### src/rtl/chimp_press_encoder.sv
// Tile-grid press encoder: 8x4 cell store, edge-detected cursor buttons, and a
// one-cycle press pulse that reports and empties the tile under the cursor.

module chimp_press_cell #(
  parameter int CELL_W = 5
) (
  input  logic              clk,
  input  logic              rst,
  input  logic              clear,
  input  logic              wr_hit,
  input  logic [CELL_W-1:0] wr_num,
  input  logic              sel_hit,
  output logic [CELL_W-1:0] value,
  output logic              occ
);
  // Loader writes outrank the select-clear so a same-cycle reload survives.
  always_ff @(posedge clk or posedge rst) begin
    if (rst)          value <= '0;
    else if (clear)   value <= '0;
    else if (wr_hit)  value <= wr_num;
    else if (sel_hit) value <= '0;
  end

  assign occ = |value;
endmodule

module chimp_press_encoder #(
  parameter int COLS = 8,
  parameter int ROWS = 4
) (
  input  logic        clk,
  input  logic        iKey0,
  input  logic        iClear,
  input  logic        iWrEn,
  input  logic [4:0]  iWrCell,
  input  logic [4:0]  iWrNum,
  input  logic        iUp,
  input  logic        iDown,
  input  logic        iLeft,
  input  logic        iRight,
  input  logic        iSelect,
  output logic [5:0]  oPressNum,
  output logic [2:0]  oCursorCol,
  output logic [1:0]  oCursorRow,
  output logic [31:0] oCellOcc,
  output logic [5:0]  oRemaining
);
  localparam int NUM_CELLS = COLS * ROWS;
  localparam int CELL_W    = 5;

  logic [NUM_CELLS-1:0][CELL_W-1:0] cell_val;
  logic [NUM_CELLS-1:0]             cell_occ;
  logic [NUM_CELLS-1:0]             wr_hit;
  logic [NUM_CELLS-1:0]             sel_hit;

  logic [4:0]        btn, btn_prev, ev;
  logic              up_ev, down_ev, left_ev, right_ev, sel_ev;
  logic [1:0]        row;
  logic [2:0]        col;
  logic [4:0]        cur_idx;
  logic [CELL_W-1:0] cur_val;
  logic [5:0]        press;
  logic [5:0]        remaining;

  assign btn      = {iSelect, iRight, iLeft, iDown, iUp};
  assign ev       = btn & ~btn_prev;
  assign up_ev    = ev[0];
  assign down_ev  = ev[1];
  assign left_ev  = ev[2];
  assign right_ev = ev[3];
  assign sel_ev   = ev[4];

  // Row-major index: row*8 + col is just the concatenation.
  assign cur_idx = {row, col};
  assign cur_val = cell_val[cur_idx];

  genvar g;
  generate
    for (g = 0; g < NUM_CELLS; g++) begin : g_cell
      assign wr_hit[g]  = iWrEn  && (iWrCell == 5'(g));
      assign sel_hit[g] = sel_ev && (cur_idx == 5'(g));

      chimp_press_cell #(.CELL_W(CELL_W)) u_cell (
        .clk     (clk),
        .rst     (iKey0),
        .clear   (iClear),
        .wr_hit  (wr_hit[g]),
        .wr_num  (iWrNum),
        .sel_hit (sel_hit[g]),
        .value   (cell_val[g]),
        .occ     (cell_occ[g])
      );
    end
  endgenerate

  // Previous-button state resets high so a button held through reset stays quiet.
  always_ff @(posedge clk or posedge iKey0) begin
    if (iKey0) btn_prev <= '1;
    else       btn_prev <= btn;
  end

  // Up beats Down, Left beats Right; 2-/3-bit arithmetic gives the wrap for free.
  always_ff @(posedge clk or posedge iKey0) begin
    if (iKey0) begin
      row <= '0;
      col <= '0;
    end else begin
      if (up_ev)        row <= row - 2'd1;
      else if (down_ev) row <= row + 2'd1;
      if (left_ev)       col <= col - 3'd1;
      else if (right_ev) col <= col + 3'd1;
    end
  end

  always_ff @(posedge clk or posedge iKey0) begin
    if (iKey0)                       press <= '0;
    else if (sel_ev && cur_val != 0) press <= {1'b0, cur_val};
    else                             press <= '0;
  end

  always_comb begin
    remaining = '0;
    for (int i = 0; i < NUM_CELLS; i++)
      remaining = remaining + 6'(cell_occ[i]);
  end

  assign oPressNum  = press;
  assign oCursorCol = col;
  assign oCursorRow = row;
  assign oCellOcc   = cell_occ;
  assign oRemaining = remaining;
endmodule

### config.mk
export PLATFORM = sky130hd
export DESIGN_NAME = chimp_press_encoder
export DESIGN_NICKNAME = d
export VERILOG_FILES = /design/src/rtl/chimp_press_encoder.sv
export SDC_FILE = /design/constraint.sdc
export NUM_CORES = 1
export LEC_CHECK = 0
export CORE_ASPECT_RATIO = 1.4
export CORE_MARGIN = 4
export CORE_UTILIZATION = 54
export CTS_CLUSTER_DIAMETER = 40
export DETAILED_ROUTE_END_ITERATION = 12
export PLACE_DENSITY = 0.79
export SLEW_MARGIN = 15
export SYNTH_ARGS = -nofsm -noshare
export SYNTH_HDL_FRONTEND = slang
export SYNTH_SLANG_ARGS = --single-unit
### constraint.sdc
create_clock -name clk -period 8.1 [get_ports clk]
set_clock_uncertainty 0.15 [all_clocks]
set_input_delay 1.62 -clock clk [delete_from_list [all_inputs] [get_ports clk]]
set_output_delay 1.62 -clock clk [all_outputs]
set_load 0.1 [all_outputs]
== After elaboration in Yosys (flattened, before gate mapping) ==
Cells that the tools add are included.

* Add/subtract/negate cells: 35
* Magnitude comparators: 1
* Equal/unequal tests: 62
* Multiplexer cells: 103
* Bitwise logic cells: 2
* Reductions and logical operators: 134

{| class="wikitable"
|+ Operators with widths
! kind !! number
|-
| $mux 5 || 98
|-
| $eq 5x5->1 const B || 32
|-
| $reduce_or 5->1 || 32
|-
| $add 6x1->6 || 26
|-
| $reduce_bool 3->1 || 32
|-
| $eq 5x4->1 const B || 16
|-
| $logic_and 1x1->1 || 65
|-
| $eq 5x3->1 const B || 8
|-
| $bmux 5 s5 || 1
|-
| $eq 5x2->1 const B || 4
|-
| $eq 5x1->1 const B || 2
|-
| $logic_not 5->1 || 2
|-
| $add 5x1->6 || 1
|-
| $lt 5x6->1 const B || 1
|-
| $mux 3 || 2
|-
| $add 4x1->5 || 1
|-
| $and 5x5->5 || 1
|-
| $not 5->5 || 1
|-
| $reduce_bool 5->1 || 1
|-
| $add 3x1->4 || 1
|-
| $mux 2 || 2
|-
| $reduce_bool 2->1 || 2
|-
| $add 2x1->3 || 1
|-
| $add 3x1->3 const B || 1
|-
| 4 further kinds || 4
|}

* Flip-flop bits (word level): 176
* Input port bits: 19
* Output and inout port bits: 49
* Logic and storage cells: 373

== Depth between registers and ports, before layout ==
Gate-level depths: netlist of the first run.

* Word-level depth: 32
* Gate-level depth with buffers: 19

== By module ==
A second synthesis of the first run with hierarchy kept.

* Cell total of the unflattened synthesis: 977
* Area, all modules: 10252.3 um2

{| class="wikitable"
|+ By module, submodules not included
! module !! times used !! cells each !! area an instance (um2)
|-
| chimp_press_cell || 32 || 20 || 221.5
|-
| chimp_press_encoder || 1 || 337 || 3165.5
|}

== Least setup slack after synthesis of the first run ==
OpenSTA, ideal clock, no wires.

* Path kind: flip-flop to output port
* Start point: register g_cell[17].u_cell.value[4]
* End point: output port oRemaining[4]
* Arrival: 6.139 ns
* Data required time: 6.330 ns
* Slack: 0.191 ns
* Cell stages (with the launch flop): 20
* Buffers on the path: 0
* Path through: dfrtp_1 nor3_1 nand2_1 fa_1 inv_1 fa_1 inv_1 fa_1 fa_1 inv_1 fa_1 fa_1 inv_1 ha_1 inv_1 fa_1 inv_1 a21o_1 a21oi_1 xnor2_1

* Word-level cells in the longest chain between the ends: 16

{| class="wikitable"
|+ Ends and longest elaborated chain
! item !! line !! source
|-
| start: declaration || 13 || <nowiki>output logic [CELL_W-1:0] value,</nowiki>
|-
| start signal: assignment || 20 || <nowiki>else if (wr_hit) value <= wr_num;</nowiki>
|-
| $reduce_or 5->1 || 24 || <nowiki>assign occ = |value;</nowiki>
|-
| via g_cell[17].u_cell.occ || 14 || <nowiki>output logic occ</nowiki>
|-
| $add 6x1->6 (15 in series) || 124 || <nowiki>remaining = remaining + 6'(cell_occ[i]);</nowiki>
|-
| end: declaration || 46 || <nowiki>output logic [5:0] oRemaining</nowiki>
|}

The timed path passes the listed nets, and every way through them passes these cells.

== Final worst setup path of the first run ==
* Start point: register g_cell[23].u_cell.value[0]
* End point: output port oRemaining[4]

* Word-level cells in the longest chain between the ends: 10

{| class="wikitable"
|+ Ends and longest elaborated chain
! item !! line
|-
| start: declaration || 13
|-
| start signal: assignment || 20
|-
| $reduce_or 5->1 || 24
|-
| $add 6x1->6 (9 in series) || 124
|}

Every way passes these cells.

==> impl_metrics.py, run 1 <==
metrics = {
    "grt": {
        "grt_first_pass_wirelength_um": 42710,
        "grt_pass1_vias": 7409,
        "grt_max_degree": 102,
        "antenna_found_initial": 0,
        "overflow": 0,
        "track_usage_pct": 28.97,
    },
    "setup_path": {
        "setup.worst_path.start_class": "register",
        "rrSetupSlack_ns": 4.98,
        "path_common_cell": "fa_1",
        "cp_data_required_time_ns": 6.33,
        "critPathSlowestCell": "fa_1",
        "crit_start": "g_cell[23].u_cell.value[0]",
        "arrival_ns": 5.81,
        "end_kind": "output pin",
        "crit_type": "reg2out",
        "worst_path_largest_cell_delay_ns": 0.57,
        "cp.buffers_inverters": 6,
        "critPathMaxFanout": 3,
        "path_cells": "nor3_1 > and2_1 > fa_1 > fa_1 > inv_1 > fa_1 > fa_1 > inv_1 > fa_1 > fa_1 > inv_1 > ha_1 > inv_1 > fa_1 > inv_1 > a21o_1 > a21oi_1 > xnor2_1 > buf_4",
        "path_delay_family": "adder cells",
        "rr_startpoint": "oCursorCol[1]",
    },
    "timing": {
        "fmax_mhz": 131.9,
        "slew_headroom_pct": 18.69,
        "min_period_ns": 7.582,
        "setup_viol": 0,
        "maxSlewViolCount": 0,
        "worst_slack_ns": 0.5182,
        "rsz0062_at_grt": "no",
        "tightest_slew_ns": 1.209,
        "fin_tns_setup_ns": 0,
        "fin_crit_sh_pct": 93.60,
        "final_hold_viol_count": 0,
    },
    "yosys": {
        "ys.warnings.count": 0,
        "ys_top_cells_by_area": "dfrtp_1, a22o_1, mux4_2",
        "ys_seq_area_share_pct": 46.45,
        "avgSynthCellArea_um2": 11.86,
        "synth_top_area_share_pct": 45.06,
        "synth-seq-cells": 175,
        "synth-async-reset-ratio_pct": 100.0,
        "ys.flop_type": "dfrtp_1",
        "synth_area_leader_cell": "dfrtp_1",
        "synth_edf_count": 0,
        "ys_top_cells_by_count": "dfrtp_1, a22o_1, nor2_1",
        "syn_inst": 796,
        "synth_cell_types": 44,
        "synth_most_common_cell": "dfrtp_1",
        "synth_area_um2": 9442,
        "syn_nets": 847,
    },
    "floorplanning": {
        "pin_count": 68,
        "dieHeight_um": 164.5,
        "rows": 56,
        "core_um2": 16960,
        "dieWidth_um": 119.8,
        "start_util_pct": 55.68,
        "die-area_um2": 19690,
    },
    "placed_design": {
        "dp_hpwl_um": 19450,
        "gp_congestion": 1.011,
        "place_inst": 1021,
        "port_buffers": 66,
        "place_ws_ns": 0.9808,
    },
    "worst_hold_path": {
        "hp-start": "g_cell[27].u_cell.value[3]",
        "hold_class": "reg2reg",
    },
    "clock_network": {
        "cts_tree": "done",
        "clk_pin_slew_ns": 0.07,
        "post_cts_resized": 0,
        "cts_setup_buffers": 0,
        "h-tree-depth": 4,
        "cts_made_buffers": 17,
        "clockBufferDepth": 2,
        "cts_hold_buf": 0,
        "insertion_delay_ns": 0.44,
        "root_buffer": "clkbuf_16",
        "cts_sinks": 175,
    },
    "detailed_routing": {
        "wirelength_um": 27760,
        "drc": 0,
        "drt_first_iter_violations": 860,
        "detail_route.wl_per_cell_um": 26.36,
        "dr.pass1.iters": 5,
        "num_vias": 7217,
        "routed_via_density": 6.854,
        "antenna_left": 0,
    },
    "power": {
        "p_per_area_nw_per_um2": 258.1,
        "peakVddDrop_v": 0.0001656,
        "p_leak_nw": 4.986,
    },
    "cells_and_area": {
        "drive_gt1_share_pct": 10.60,
        "area_growth_syn_to_layout_pct": 12.42,
        "num-fill-cells": 1309,
        "num_antenna_cells": 0,
        "instances_no_fill": 1053,
        "final_nets": 859,
    },
    "run_status": {
        "status": "completed",
    },
    "job": {
        "cap_viol_max_count": 0,
    },
}
per-stage QoR:
stage	hold slack (ns)	area, µm²	total power [mW]	utilization [%]
6_report	0.3788	10610	2.739	62.60
5_1_grt	0.3943	10610	2.821	62.60
4_1_cts	0.3792	10610	2.727	62.60
3_5_place_dp	0.3531	9998	1.870	58.97
3_3_place_gp	0.3539	9998	1.851	58.97
2_1_floorplan	0.3302	9442	1.676	-
cell type report:
type | count | area, µm² | area share (%)
multi-input combinational | 499 | 4467 | 42.08
timing repair buffer | 71 | 683.2 | 6.436
sequential | 175 | 4388 | 41.34
inverter | 44 | 170.2 | 1.603
clock inverter | 11 | 155.1 | 1.462
tap | 232 | 290.3 | 2.735
clock buffer | 21 | 460.4 | 4.338
cell usage in the layout (no fill, tap or decap), types with 5 or more instances in the layout:
master	n
mux2i_1	21
a22o_1	160
a21oi_1	8
fa_1	25
nor3_1	39
inv_1	41
nand2b_1	6
mux4_1	11
ha_1	7
nand2_1	29
dfstp_2	5
and2_1	8
xnor2_1	6
dfrtp_1	168
mux4_2	24
buf_4	11
clkdlybuf4s50_1	60
nor2_1	70
mux2_2	5
a22oi_1	10
a211oi_1	28
nor2b_4	5
clkbuf_16	17
sequential cells by signal (all words and copies together), names as in the netlist:
signal	count
btn_prev	5
oPressNum	5
g_cell.u_cell.value	160
oCursorRow	2
oCursorCol	3
logic make-up (layout without fill, tap and decap cells):
| logic type | after synthesis | in the layout | synth area share [%] |
|---|---|---|---|
| other | 1 | 1 | 0.03972 |
| flip-flops | 175 | 175 | 46.45 |
| multiplexers | 61 | 61 | 11.61 |
| adder cells (fa/ha/maj) | 32 | 32 | 6.228 |
| XOR/XNOR | 7 | 7 | 0.6494 |
| AND/OR/NAND/NOR | 178 | 178 | 8.985 |
| buffers and inverters | 122 | 147 | 6.639 |
| AO/OA/AOI/OAI | 220 | 220 | 19.40 |
where the power goes:
group | switching (mW) | internal (mW)
combinational | 0.663 | 0.266
clock | 0.364 | 0.505
sequential | 0.0419 | 0.900
path summary, 6_finish.rpt:
path                                              end  cells after the start
min in group asynchronous   g_cell[7].u_cell.value[3]                      2
max reg2reg                g_cell[14].u_cell.value[1]                      5
min                        g_cell[27].u_cell.value[3]                      1
max                                     oRemaining[4]                     19
min reg2reg                g_cell[27].u_cell.value[3]                      1
max in group asynchronous  g_cell[13].u_cell.value[4]                      3
routing by layer:
layer	part of all wire, %	wire length [µm]	vias up	global-route usage, %
li1	-	-	2976	-
met1	35	9840	3612	35.02
met2	49	13670	516	47.94
met3	8.9	2473	113	5.927
met4	6.4	1772	0	17.87
met5	0	0	-	0
Note: power is estimated with default switching activity, not from simulation.
==> run 2, diff against run 1 <==
==> constraint.sdc (replaced) <==
create_clock -name clk -period 8 [get_ports clk]
set_clock_uncertainty 0.15 [all_clocks]
set_input_delay 1.6 -clock clk [delete_from_list [all_inputs] [get_ports clk]]
set_output_delay 1.6 -clock clk [all_outputs]
set_load 0.1 [all_outputs]
==> impl_metrics.py, run 2 (synthesis results as in run 1) <==
metrics = {
    "detailed_routing": {
        "detail_route.wl_per_cell_um": 26.27,
        "routed_via_density": 6.898,
        "drc": 0,
        "drt_first_iter_violations": 742,
        "dr.pass1.iters": 6,
        "num_vias": 7264,
        "antenna_left": 0,
        "wirelength_um": 27670,
    },
    "floorplanning": {
        "rows": 56,
        "dieWidth_um": 119.8,
        "dieHeight_um": 164.5,
        "die-area_um2": 19690,
        "pin_count": 68,
        "start_util_pct": 55.68,
        "core_um2": 16960,
    },
    "power": {
        "p_leak_nw": 4.957,
        "peakVddDrop_v": 0.0001612,
        "p_per_area_nw_per_um2": 252.5,
    },
    "timing": {
        "fin_crit_sh_pct": 94.57,
        "final_hold_viol_count": 0,
        "fmax_mhz": 132.2,
        "min_period_ns": 7.566,
        "maxSlewViolCount": 0,
        "slew_headroom_pct": 18.84,
        "tightest_slew_ns": 1.206,
        "hold_ws_ns": 0.3834,
        "setup_viol": 0,
        "fin_tns_setup_ns": 0,
        "rsz0062_at_grt": "no",
    },
    "grt": {
        "track_usage_pct": 28.74,
        "overflow": 0,
        "antenna_found_initial": 0,
        "grt_pass1_vias": 7455,
        "grt_use_met3_pct": 6.406,
        "grt_max_degree": 102,
        "met1_usage_pct": 34.34,
        "use_met2_pct": 48.56,
        "top_usage_layer": "met2",
        "grt_first_pass_wirelength_um": 42630,
    },
    "cells_and_area": {
        "drive_gt1_share_pct": 10.60,
        "largest_register_ffs": 160,
        "layout_commonest_cell": "dfrtp_1",
        "area_growth_syn_to_layout_pct": 11.54,
        "final_nets": 859,
        "largest-register": "g_cell.u_cell.value",
        "num_antenna_cells": 0,
        "final_cell_mix": "dfrtp_1, a22o_1, nor2_1",
    },
    "clock_network": {
        "cts_made_buffers": 17,
        "insertion_delay_ns": 0.44,
        "clockBufferDepth": 2,
        "root_buffer": "clkbuf_16",
        "cts_sinks": 175,
        "cts_hold_buf": 0,
        "cts_setup_buffers": 0,
        "clk_pin_slew_ns": 0.07,
        "h-tree-depth": 4,
        "cts_tree": "done",
        "post_cts_resized": 0,
    },
    "placed_design": {
        "gp_congestion": 1.011,
        "port_buffers": 66,
        "dp_hpwl_um": 19440,
    },
    "setup_path": {
        "cp_data_required_time_ns": 6.25,
        "path_delay_family": "adder cells",
        "worst_path_largest_cell_delay_ns": 0.54,
        "critPathSlowestCell": "fa_1",
        "cp.buffers_inverters": 7,
        "arrival_ns": 5.82,
        "path_cells": "nor3_1 > nand2_1 > fa_1 > inv_1 > fa_1 > inv_1 > fa_1 > fa_1 > inv_1 > fa_1 > fa_1 > inv_1 > ha_1 > inv_1 > fa_1 > inv_1 > a21o_1 > a21oi_1 > xnor2_1 > buf_4",
        "end_kind": "output pin",
        "setup.worst_path.start_class": "register",
        "critPathMaxFanout": 3,
        "crit_type": "reg2out",
        "path_common_cell": "fa_1",
    },
    "job": {
        "cap_viol_max_count": 0,
    },
    "worst_hold_path": {
        "hold_class": "reg2reg",
    },
    "run_status": {
        "status": "completed",
    },
}
-- run 2: final cells by class --
cell class	instances	area, µm²
timing repair buffer	71	683.2
inverter	44	170.2
clock buffer	20	446.7
clock inverter	12	86.33
fill	1306	6425
multi-input combinational	499	4467
tap	232	290.3
sequential	175	4388
-- run 2: path summary, 6_finish.rpt --
check                      cells after the start                         end                  startpoint  slack [ns]
max in group asynchronous                      3  g_cell[13].u_cell.value[4]                       iKey0        4.55
hold reg to reg                                1  g_cell[28].u_cell.value[4]  g_cell[28].u_cell.value[4]        0.38
min in group asynchronous                      2               oCursorCol[0]                       iKey0        1.58
hold / removal                                 1  g_cell[28].u_cell.value[4]  g_cell[28].u_cell.value[4]        0.38
setup reg to reg                               5  g_cell[14].u_cell.value[4]               oCursorCol[1]        5.00
setup / recovery                              20               oRemaining[4]  g_cell[21].u_cell.value[1]        0.43
-- run 2: per-layer routing --
layer / share of wire, % / vias up
li1: - / 2984
met1: 35 / 3668
met2: 50 / 501
met3: 9.0 / 111
met4: 5.7 / 0
met5: 0 / -
-- run 2: where the power goes --
| part | leakage (nW) | internal (mW) | switching, mW |
|---|---|---|---|
| clock | 0.257 | 0.406 | 0.362 |
| combinational | 2.29 | 0.269 | 0.668 |
| sequential | 2.41 | 0.911 | 0.0431 |
| total | 4.96 | 1.59 | 1.07 |
-- run 2: per-stage QoR --
step | instances | setup slack [ns] | util, % | area [µm²] | total power, mW
2_1_floorplan | 796 | 0.1114 | - | 9442 | 1.697
3_3_place_gp | 1021 | 1.054 | 58.97 | 9998 | 1.874
3_5_place_dp | 1021 | 0.9023 | 58.97 | 9998 | 1.893
4_1_cts | 1053 | 0.4271 | 62.11 | 10530 | 2.648
5_1_grt | 1053 | 0.06891 | 62.11 | 10530 | 2.742
6_report | 1053 | 0.4344 | 62.11 | 10530 | 2.660
==> run 3, diff against run 2 <==
--- a/config.mk
+++ b/config.mk
@@ -15,3 +15,4 @@
 export SYNTH_ARGS = -nofsm -noshare
 export SYNTH_HDL_FRONTEND = slang
 export SYNTH_SLANG_ARGS = --single-unit
+export TNS_END_PERCENT = 50
==> results of run 3 <==
Same layout as run 2: the final DEF is identical, and so are final timing and power.
